## config.mk

```make
export PLATFORM = sky130hd
export DESIGN_NAME = ifetch_queue
export DESIGN_NICKNAME = d
export VERILOG_FILES = /design/src/rtl/ifetch_queue.sv
export SDC_FILE = /design/constraint.sdc
export NUM_CORES = 1
export LEC_CHECK = 0
export CELL_PAD_IN_SITES_DETAIL_PLACEMENT = 0
export CELL_PAD_IN_SITES_GLOBAL_PLACEMENT = 1
export CORE_UTILIZATION = 49
export DETAILED_ROUTE_END_ITERATION = 16
export PLACE_DENSITY = 0.95
export REMOVE_ABC_BUFFERS = 1
export SETUP_SLACK_MARGIN = 0.02
export SLEW_MARGIN = 25
export SYNTH_ARGS = -nofsm -noshare
export SYNTH_HDL_FRONTEND = slang
export SYNTH_SLANG_ARGS = --single-unit
```

## constraint.sdc

```tcl
create_clock -name clk -period 8 [get_ports clk]
set_input_delay 0.8 -clock clk [delete_from_list [all_inputs] [get_ports clk]]
set_output_delay 0.8 -clock clk [all_outputs]
set_load 0.05 [all_outputs]
```

## src/rtl/ifetch_queue.sv

```systemverilog
// -----------------------------------------------------------------------------
// ifetch_queue
//
// Instruction-fetch front end for the 16-bit five-stage core. It owns the fetch
// PC, issues word-addressed reads to instruction memory (one outstanding at a
// time), buffers returned words tagged with PC+1 in a small FIFO, and presents
// the FIFO head to the IF/ID pipeline register.
//
// Ports
//   clk             system clock, rising edge
//   rst             asynchronous assert, active-low reset, synchronous release
//   imem_req        read request strobe, one cycle per request (registered)
//   imem_addr       word address of the request, valid while imem_req=1
//   imem_rvalid     response strobe, 1..N cycles after imem_req
//   imem_rdata      instruction word, valid with imem_rvalid
//   redirect        flush and refetch (branch/JAL/JR/EXEC resolved in EX/MEM)
//   redirect_target new fetch address, valid with redirect
//   dec_ready       decode accepts the head entry this cycle
//   inst_valid      FIFO head is valid
//   inst            head instruction
//   inst_pc_added   head entry's PC+1 (mod 2^16)
//   q_count         current FIFO occupancy
//   dbg_state       fetch FSM state (0=IDLE, 1=WAIT, 2=STALE)
//
// Handshakes
//   Decode side: an entry transfers on a cycle where inst_valid=1 and
//   dec_ready=1 (and no redirect). inst/inst_pc_added are stable while
//   inst_valid=1 and dec_ready=0. dec_ready while empty has no effect.
//   Memory side: imem_req is a single-cycle strobe; exactly one imem_rvalid
//   pulse answers each request. No new request is issued until that pulse has
//   been seen, so responses never need an ID.
// -----------------------------------------------------------------------------
module ifetch_queue #(
  parameter int          DEPTH    = 4,
  parameter logic [15:0] RESET_PC = 16'h0000
) (
  input  logic                   clk,
  input  logic                   rst,
  output logic                   imem_req,
  output logic [15:0]            imem_addr,
  input  logic                   imem_rvalid,
  input  logic [15:0]            imem_rdata,
  input  logic                   redirect,
  input  logic [15:0]            redirect_target,
  input  logic                   dec_ready,
  output logic                   inst_valid,
  output logic [15:0]            inst,
  output logic [15:0]            inst_pc_added,
  output logic [$clog2(DEPTH):0] q_count,
  output logic [1:0]             dbg_state
);

  localparam int AW = $clog2(DEPTH);
  localparam int CW = AW + 1;

  // IDLE : nothing outstanding
  // WAIT : one request outstanding, its data will be queued
  // STALE: one request outstanding, its data will be thrown away (redirected)
  typedef enum logic [1:0] {
    S_IDLE  = 2'd0,
    S_WAIT  = 2'd1,
    S_STALE = 2'd2
  } state_t;

  state_t        state;
  logic [15:0]   fetch_pc;
  logic [15:0]   req_pc;
  logic [AW-1:0] rd_ptr;
  logic [AW-1:0] wr_ptr;
  logic [CW-1:0] count;
  logic [15:0]   mem_inst [DEPTH];
  logic [15:0]   mem_pc   [DEPTH];

  logic          push;
  logic          pop;
  logic          issue;
  logic [CW-1:0] occ_next;

  // ---------------------------------------------------------------------------
  // Per-cycle decisions (redirect overrides all of them)
  // ---------------------------------------------------------------------------
  always_comb begin
    push     = 1'b0;
    pop      = 1'b0;
    issue    = 1'b0;
    occ_next = count;

    push     = (state == S_WAIT) && imem_rvalid && !redirect;
    pop      = (count != '0) && dec_ready && !redirect;
    occ_next = count + CW'(push) - CW'(pop);

    // A response arriving in WAIT frees the single outstanding slot, so the
    // next request can be launched in that same cycle; this is what gives one
    // instruction every two cycles with a 1-cycle memory. occ_next already
    // counts the word being pushed, so a free slot is guaranteed for the
    // request being launched.
    issue    = !redirect && ((state == S_IDLE) || push) &&
               (occ_next < CW'(DEPTH));
  end

  // ---------------------------------------------------------------------------
  // Fetch FSM, fetch PC, request registers and FIFO storage
  // ---------------------------------------------------------------------------
  always_ff @(posedge clk or negedge rst) begin
    if (!rst) begin
      state     <= S_IDLE;
      fetch_pc  <= RESET_PC;
      req_pc    <= '0;
      rd_ptr    <= '0;
      wr_ptr    <= '0;
      count     <= '0;
      imem_req  <= 1'b0;
      imem_addr <= '0;
      for (int i = 0; i < DEPTH; i++) begin
        mem_inst[i] <= '0;
        mem_pc[i]   <= '0;
      end
    end else if (redirect) begin
      // Flush: everything queued belongs to the wrong path.
      rd_ptr <= '0;
      wr_ptr <= '0;
      count  <= '0;
      if (state == S_IDLE) begin
        // Nothing in flight, so the target can be requested straight away;
        // the request appears on the port the cycle after the redirect.
        imem_req  <= 1'b1;
        imem_addr <= redirect_target;
        req_pc    <= redirect_target;
        fetch_pc  <= redirect_target + 16'd1;
        state     <= S_WAIT;
      end else begin
        // A request is in flight. If its response is here now it is dropped
        // and the request is complete; otherwise its data is still owed and
        // must be discarded when it arrives.
        imem_req <= 1'b0;
        fetch_pc <= redirect_target;
        state    <= imem_rvalid ? S_IDLE : S_STALE;
      end
    end else begin
      if (push) begin
        mem_inst[wr_ptr] <= imem_rdata;
        mem_pc[wr_ptr]   <= req_pc + 16'd1;
        wr_ptr           <= wr_ptr + AW'(1);
      end
      if (pop) begin
        rd_ptr <= rd_ptr + AW'(1);
      end
      count    <= occ_next;
      imem_req <= issue;
      if (issue) begin
        imem_addr <= fetch_pc;
        req_pc    <= fetch_pc;
        fetch_pc  <= fetch_pc + 16'd1;
      end

      case (state)
        S_IDLE: begin
          if (issue) state <= S_WAIT;
        end
        S_WAIT: begin
          // On a response either a new request is launched (stay in WAIT)
          // or the FIFO is too full and we rest in IDLE.
          if (imem_rvalid && !issue) state <= S_IDLE;
        end
        S_STALE: begin
          // Wrong-path data is discarded; no request in this cycle.
          if (imem_rvalid) state <= S_IDLE;
        end
        default: state <= S_IDLE;
      endcase
    end
  end

  // ---------------------------------------------------------------------------
  // Outputs: head of the FIFO, straight from storage registers
  // ---------------------------------------------------------------------------
  assign inst_valid    = (count != '0);
  assign inst          = mem_inst[rd_ptr];
  assign inst_pc_added = mem_pc[rd_ptr];
  assign q_count       = count;
  assign dbg_state     = state;

  // The issue rule reserves a slot for every in-flight word, so a push can
  // never land on a full FIFO.
  a_no_overflow: assert property (@(posedge clk) disable iff (!rst)
    !(push && (count == CW'(DEPTH))));

endmodule
```

==> flow_summary.json <==
{
  "status": "complete, no violations",
  "grt_max_degree": 96,
  "rows": 46,
  "routedWlPerCell_um": 17.1,
  "dpl.hpwl_um": 10900,
  "synth_area_leaders": "dfrtp_1, mux2_2, mux4_2",
  "ys_async_sr_fraction": 1.00,
  "worst_hold_slack_ns": 0.445,
  "cts_tree": "built",
  "syn_to_final_growth_pct": 20.4,
  "clkLatencyLatePin_ns": 0.42,
  "syn_inst": 663,
  "final_hold_viol_count": 0,
  "clockBufferDepth": 2,
  "crit_buf_inv": 4,
  "path_max_fanout": 10,
  "dr_wl_met2_um": 8440,
  "crit_type": "in2reg",
  "hold_path.class": "in2async",
  "vdd_drop_max_mv": 0.205,
  "crit_slowest_cell": "nor4_4",
  "portBuffers": 91,
  "cts_resized": 0,
  "synth_seq_cells": 170,
  "fillCellCount": 1278,
  "tightest_slew_ns": 0.838,
  "wl_met1_um": 7360,
  "drt_pass1_iterations": 4,
  "ys_types": 42,
  "htree_levels": 4,
  "tns_ns": 0,
  "gp_congestion": 0.803,
  "grt_overflow": 0,
  "cp_cell_sequence": "clkdlybuf4s50_1 > nand3b_1 > nor2_2 > inv_1 > ha_1 > inv_1 > ha_1 > inv_1 > fa_1 > xor3_2 > nor4_4 > nand4_1 > xor2_1 > mux2i_1",
  "slew_violations": 0,
  "cap_violations": 0,
  "fmax_mhz": 250,
  "p_per_area_nw_per_um2": 419,
  "setup_violations": 0,
  "die-area_um2": 17000,
  "cp-start-kind": "primary input",
  "vias": 5331,
  "slew_headroom": 0.442,
  "cp_common_cell": "inv_1",
  "synth-edff-count": 0,
  "ant_nets": 0,
  "die-width_um": 131,
  "grt_pass1_wl_um": 27700,
  "min_period_ns": 4.01,
  "core_area_um2": 16000,
  "post-route-period-util": 0.501,
  "diodes": 0,
  "numCtsBuffers": 17,
  "fin_nets": 786,
  "critical_path_arrival_ns": 4.29,
  "via_per_inst": 5.51,
  "track_usage": 0.215,
  "holdBufCountCts": 0,
  "cp.required_ns": 8.28,
  "path_clk_slew_ns": 0.06,
  "numClockSinks": 170,
  "io_pins": 92,
  "wl_um": 16600,
  "max_stage_delay_ns": 0.55,
  "syn_area_um2": 8100,
  "cp-end-kind": "flop",
  "yosys_warnings": 0,
  "yosysTopAreaCell": "dfrtp_1",
  "drive_gt1_frac": 0.202,
  "synth_top_area_frac": 0.525,
  "antenna_found_initial": 0,
  "critPathTopFamily": "simple AND/OR/NAND/NOR gates",
  "skew_ns": 0.00706,
  "rsz0062_at_grt": "false",
  "synth_common_cells": "dfrtp_1, nand2_1, mux2_2",
  "cts_setup_buffers": 0,
  "syn_avg_cell_area_um2": 12.2,
  "ys_seq_area_frac": 0.525,
  "die_h_um": 131,
  "cts_root_buffer": "clkbuf_16",
  "synth.most_common_cell": "dfrtp_1",
  "drt_iter0_markers": 200,
  "p_leak_nw": 4.26,
  "post-route-drc-count": 0,
  "ys.flop_type": "dfrtp_1",
  "wl_met3_um": 632,
  "top_layer_used": "met4",
  "start_util": 0.506,
  "first_global_vias": 5577
}
## cells in the final DEF, fill, tap and decap left out, types with 4 or more instances in the layout
cell	n
dfrtp_1	169
clkdlybuf4s50_1	89
nand2_1	76
mux2_2	68
o21ai_0	62
nor2_1	34
mux4_2	32
xor2_1	31
mux2i_1	29
nand3_1	20
a21oi_1	17
clkbuf_16	17
xnor2_1	14
nand4_1	11
and3_1	9
ha_1	9
inv_1	8
nand2_4	4
inv_6	4
## cell families (layout without fill, tap and decap cells)
group / after synthesis / in the layout / synth area share
simple gates: 172 / 172 / 0.0989
flops: 170 / 170 / 0.525
mux: 129 / 129 / 0.219
compound gates: 89 / 89 / 0.0614
buf+inv: 47 / 136 / 0.0267
xor+xnor: 46 / 46 / 0.0518
fa+ha+maj: 10 / 10 / 0.0164
## metal layers
metal,GRT usage,vias to the layer above
li1,-,2503
met1,0.277,2697
met2,0.367,119
met3,0.0452,12
met4,0.0588,0
met5,0,-
## state kept, by name (all words and copies together) (netlist names)
| signal | cells |
|---|---|
| mem_pc | 64 |
| req_pc | 16 |
| dbg_state | 2 |
| fetch_pc | 16 |
| wr_ptr | 2 |
| mem_inst | 64 |
| rd_ptr | 2 |
| q_count | 3 |
| imem_req | 1 |
## path summary, 6_finish.rpt
| check | startpoint | end | slack, ns | cells past startpoint |
|---|---|---|---|---|
| setup / recovery | imem_rvalid | fetch_pc[6]$_DFFE_PN0P_ | 3.99 | 14 |
| hold / removal | rst | mem_inst[43]$_DFFE_PN0P_ | 0.44 | 1 |
| setup reg to reg | dbg_state[1]$_DFFE_PN0P_ | fetch_pc[6]$_DFFE_PN0P_ | 4.19 | 13 |
| hold reg to reg | mem_pc[19]$_DFFE_PN0P_ | mem_pc[19]$_DFFE_PN0P_ | 0.47 | 2 |
| max in group asynchronous | rst | rd_ptr[0]$_DFFE_PN0P_ | 6.34 | 2 |
| min in group clk | mem_pc[19]$_DFFE_PN0P_ | mem_pc[19]$_DFFE_PN0P_ | 0.47 | 2 |
## power by group
| group | switching [W] | internal [W] |
|---|---|---|
| sequential | 0.000231 | 0.00117 |
| combinational | 0.00112 | 0.000757 |
| clock | 0.000338 | 0.000472 |
## stage by stage
stage,setup slack [ns],utilization,total power [W],cell area (um2),cells
6_report,3.99,0.609,0.00408,9750,968
3_5_place_dp,3.44,0.571,0.00329,9130,935
3_3_place_gp,3.60,0.571,0.00321,9130,935
5_1_grt,3.72,0.609,0.00431,9750,968
2_1_floorplan,4.19,-,0.00269,7910,624
4_1_cts,3.87,0.607,0.00411,9720,967
## final cells by class
| type | instances | area, um2 | share of cell area |
|---|---|---|---|
| clock buffer | 20 | 447 | 0.0458 |
| clock inverter | 12 | 140 | 0.0144 |
| inverter | 8 | 30.0 | 0.00308 |
| multi-input combinational | 446 | 3660 | 0.375 |
| sequential | 170 | 4260 | 0.436 |
| tap | 216 | 270 | 0.0277 |
| timing repair buffer | 96 | 952 | 0.0977 |
Note: power is estimated with default switching activity, not from simulation.
==> RTL change: new RTL, same flow settings <==
Set the parameter `DEPTH` to 8 (it was 4).
--- a/src/rtl/ifetch_queue.sv
+++ b/src/rtl/ifetch_queue.sv
@@ -31,7 +31,7 @@
 //   been seen, so responses never need an ID.
 // -----------------------------------------------------------------------------
 module ifetch_queue #(
-  parameter int          DEPTH    = 4,
+  parameter int          DEPTH    = 8,
   parameter logic [15:0] RESET_PC = 16'h0000
 ) (
   input  logic                   clk,
Interface: changed (resized q_count); port bits go from 92 to 93. No check against the original RTL was run, so the function may have changed too.
==> RTL change against the original RTL <==
- sequential cell count increased by 131
- design area increased by 69%
- synthesized area increased by 76%
- power increased by 45%
- maximum frequency decreased by 8.4%
- critical path depth decreased by 9
- worst setup slack got worse by 0.37 ns
- routed wire length increased by 85%
- largest cell class unchanged
==> RTL change: results (changes against the original RTL) <==
{| class="wikitable"
! Metric !! Value
|-
| First-iteration detailed-routing DRC count || 609 (was 200)
|-
| Sequential Power Share || 35.5% (was 34.2%)
|-
| Post-layout utilization of the core || 57.29% (was 60.94%)
|-
| Power in sequential cells || 2.10 mW (was 1.40 mW)
|-
| Non-clock buffer share || 6.559% (was 9.765%)
|-
| Top post-synthesis cells by area || sky130_fd_sc_hd__dfrtp_1 53%, sky130_fd_sc_hd__mux2_2 14%, sky130_fd_sc_hd__mux4_2 10% (was sky130_fd_sc_hd__dfrtp_1 53%, sky130_fd_sc_hd__mux2_2 9.5%, sky130_fd_sc_hd__mux4_2 8.9%)
|-
| Number of levels in the clock H-tree || 1 (was 4)
|-
| Maximum VDD drop || 0.0002885 V (was 0.0002048 V)
|-
| Number of synthesized register bits || 301 (was 170)
|-
| Sum of routed wire length over all layers || 30,610 um (was 16,580 um)
|-
| Non-clock buffer count || 106 (was 96)
|-
| Largest net degree at the start of global routing || 209 (was 96)
|-
| Top cells by instance count after synthesis || 301 x sky130_fd_sc_hd__dfrtp_1, 182 x sky130_fd_sc_hd__mux2_2, 94 x sky130_fd_sc_hd__nand2_1 (was 170 x sky130_fd_sc_hd__dfrtp_1, 80 x sky130_fd_sc_hd__nand2_1, 68 x sky130_fd_sc_hd__mux2_2)
|-
| # fillers || 2,286 (was 1,278)
|-
| Worst Skew || 0.02126 ns (was 0.007062 ns)
|-
| Static leakage || 7.207 nW (was 4.259 nW)
|-
| Number of detailed-routing iterations run before antenna repair || 5 (was 4)
|-
| P&R area growth vs syn || 15.23% (was 20.43%)
|-
| Overall Global Routing Usage || 21.04% (was 21.46%)
|-
| Data arrival time of the critical path || 3.58 ns (was 4.29 ns)
|-
| Run status || complete, no violations (unchanged)
|-
| Slowest-stage cell, CP || sky130_fd_sc_hd__clkdlybuf4s50_1 (was sky130_fd_sc_hd__nor4_4)
|-
| Avg Vias per Cell || 5.663 (was 5.507)
|-
| Clock latency of the later-clocked register in the worst-skew pair || 0.56 ns (was 0.42 ns)
|-
| Number of global-route vias before repair || 9,266 (was 5,577)
|-
| Slew @ Worst Pin || 0.9667 ns (was 0.8377 ns)
|-
| Routed vias || 8,965 (was 5,331)
|-
| Storage element area || 0.007541 sq mm (was 0.004255 sq mm)
|-
| Post-Place Setup Slack || 3.531 ns (was 3.443 ns)
|-
| Count of multi-input gates || 725 (was 446)
|-
| CTS Buffer Depth || 3 (was 2)
|-
| Top flop regs || mem_inst x128, mem_pc x128 (was mem_inst x64, mem_pc x64)
|-
| Share of cell area taken by multi-input logic gates || 38.45% (was 37.50%)
|}
-- RTL change: changes by cell type after synthesis, moves of 7 or more --
cell / change
sky130_fd_sc_hd__dfrtp_1: +131
sky130_fd_sc_hd__mux2_2: +114
sky130_fd_sc_hd__a21oi_1: +44
sky130_fd_sc_hd__nor2_1: +39
sky130_fd_sc_hd__mux4_2: +32
sky130_fd_sc_hd__clkbuf_1: +19
sky130_fd_sc_hd__mux2i_1: -14
sky130_fd_sc_hd__nand2_1: +14
sky130_fd_sc_hd__mux2_4: +10
sky130_fd_sc_hd__xor2_1: -10
sky130_fd_sc_hd__buf_4: +9
sky130_fd_sc_hd__xnor2_1: +7
-- RTL change: per-layer routing --
metal  wire (um)  up-vias  GRT usage (%)  part of all wire [%]
met5           0        -              0                     0
met4         435        0          4.609                   1.4
met3        1369       32          3.078                   4.5
met2       14670      211          33.90                    48
met1       14140     4593          30.49                    46
li1            -     4129              -                     -
-- RTL change: cells by family (layout without fill, tap and decap cells) --
group | count (synthesis) | count (layout) | share of synthesized area (%)
flops | 301 | 301 | 52.78
xor+xnor | 42 | 42 | 2.578
mux | 276 | 276 | 26.96
simple gates | 256 | 256 | 8.478
fa+ha+maj | 11 | 11 | 1.017
buf+inv | 84 | 173 | 3.042
compound gates | 140 | 140 | 5.147
-- RTL change: worst paths after layout --
path | to | slack (ns) | cells after the start
max in group asynchronous | mem_pc[30] | 6.29 | 3
worst min-delay path | mem_inst[61] | 0.24 | 1
min in group clk | mem_pc[15] | 0.47 | 2
worst max-delay path | inst_pc_added[8] | 3.62 | 5
worst max register to register | req_pc[1] | 4.21 | 10
worst min register to register | mem_pc[15] | 0.47 | 2
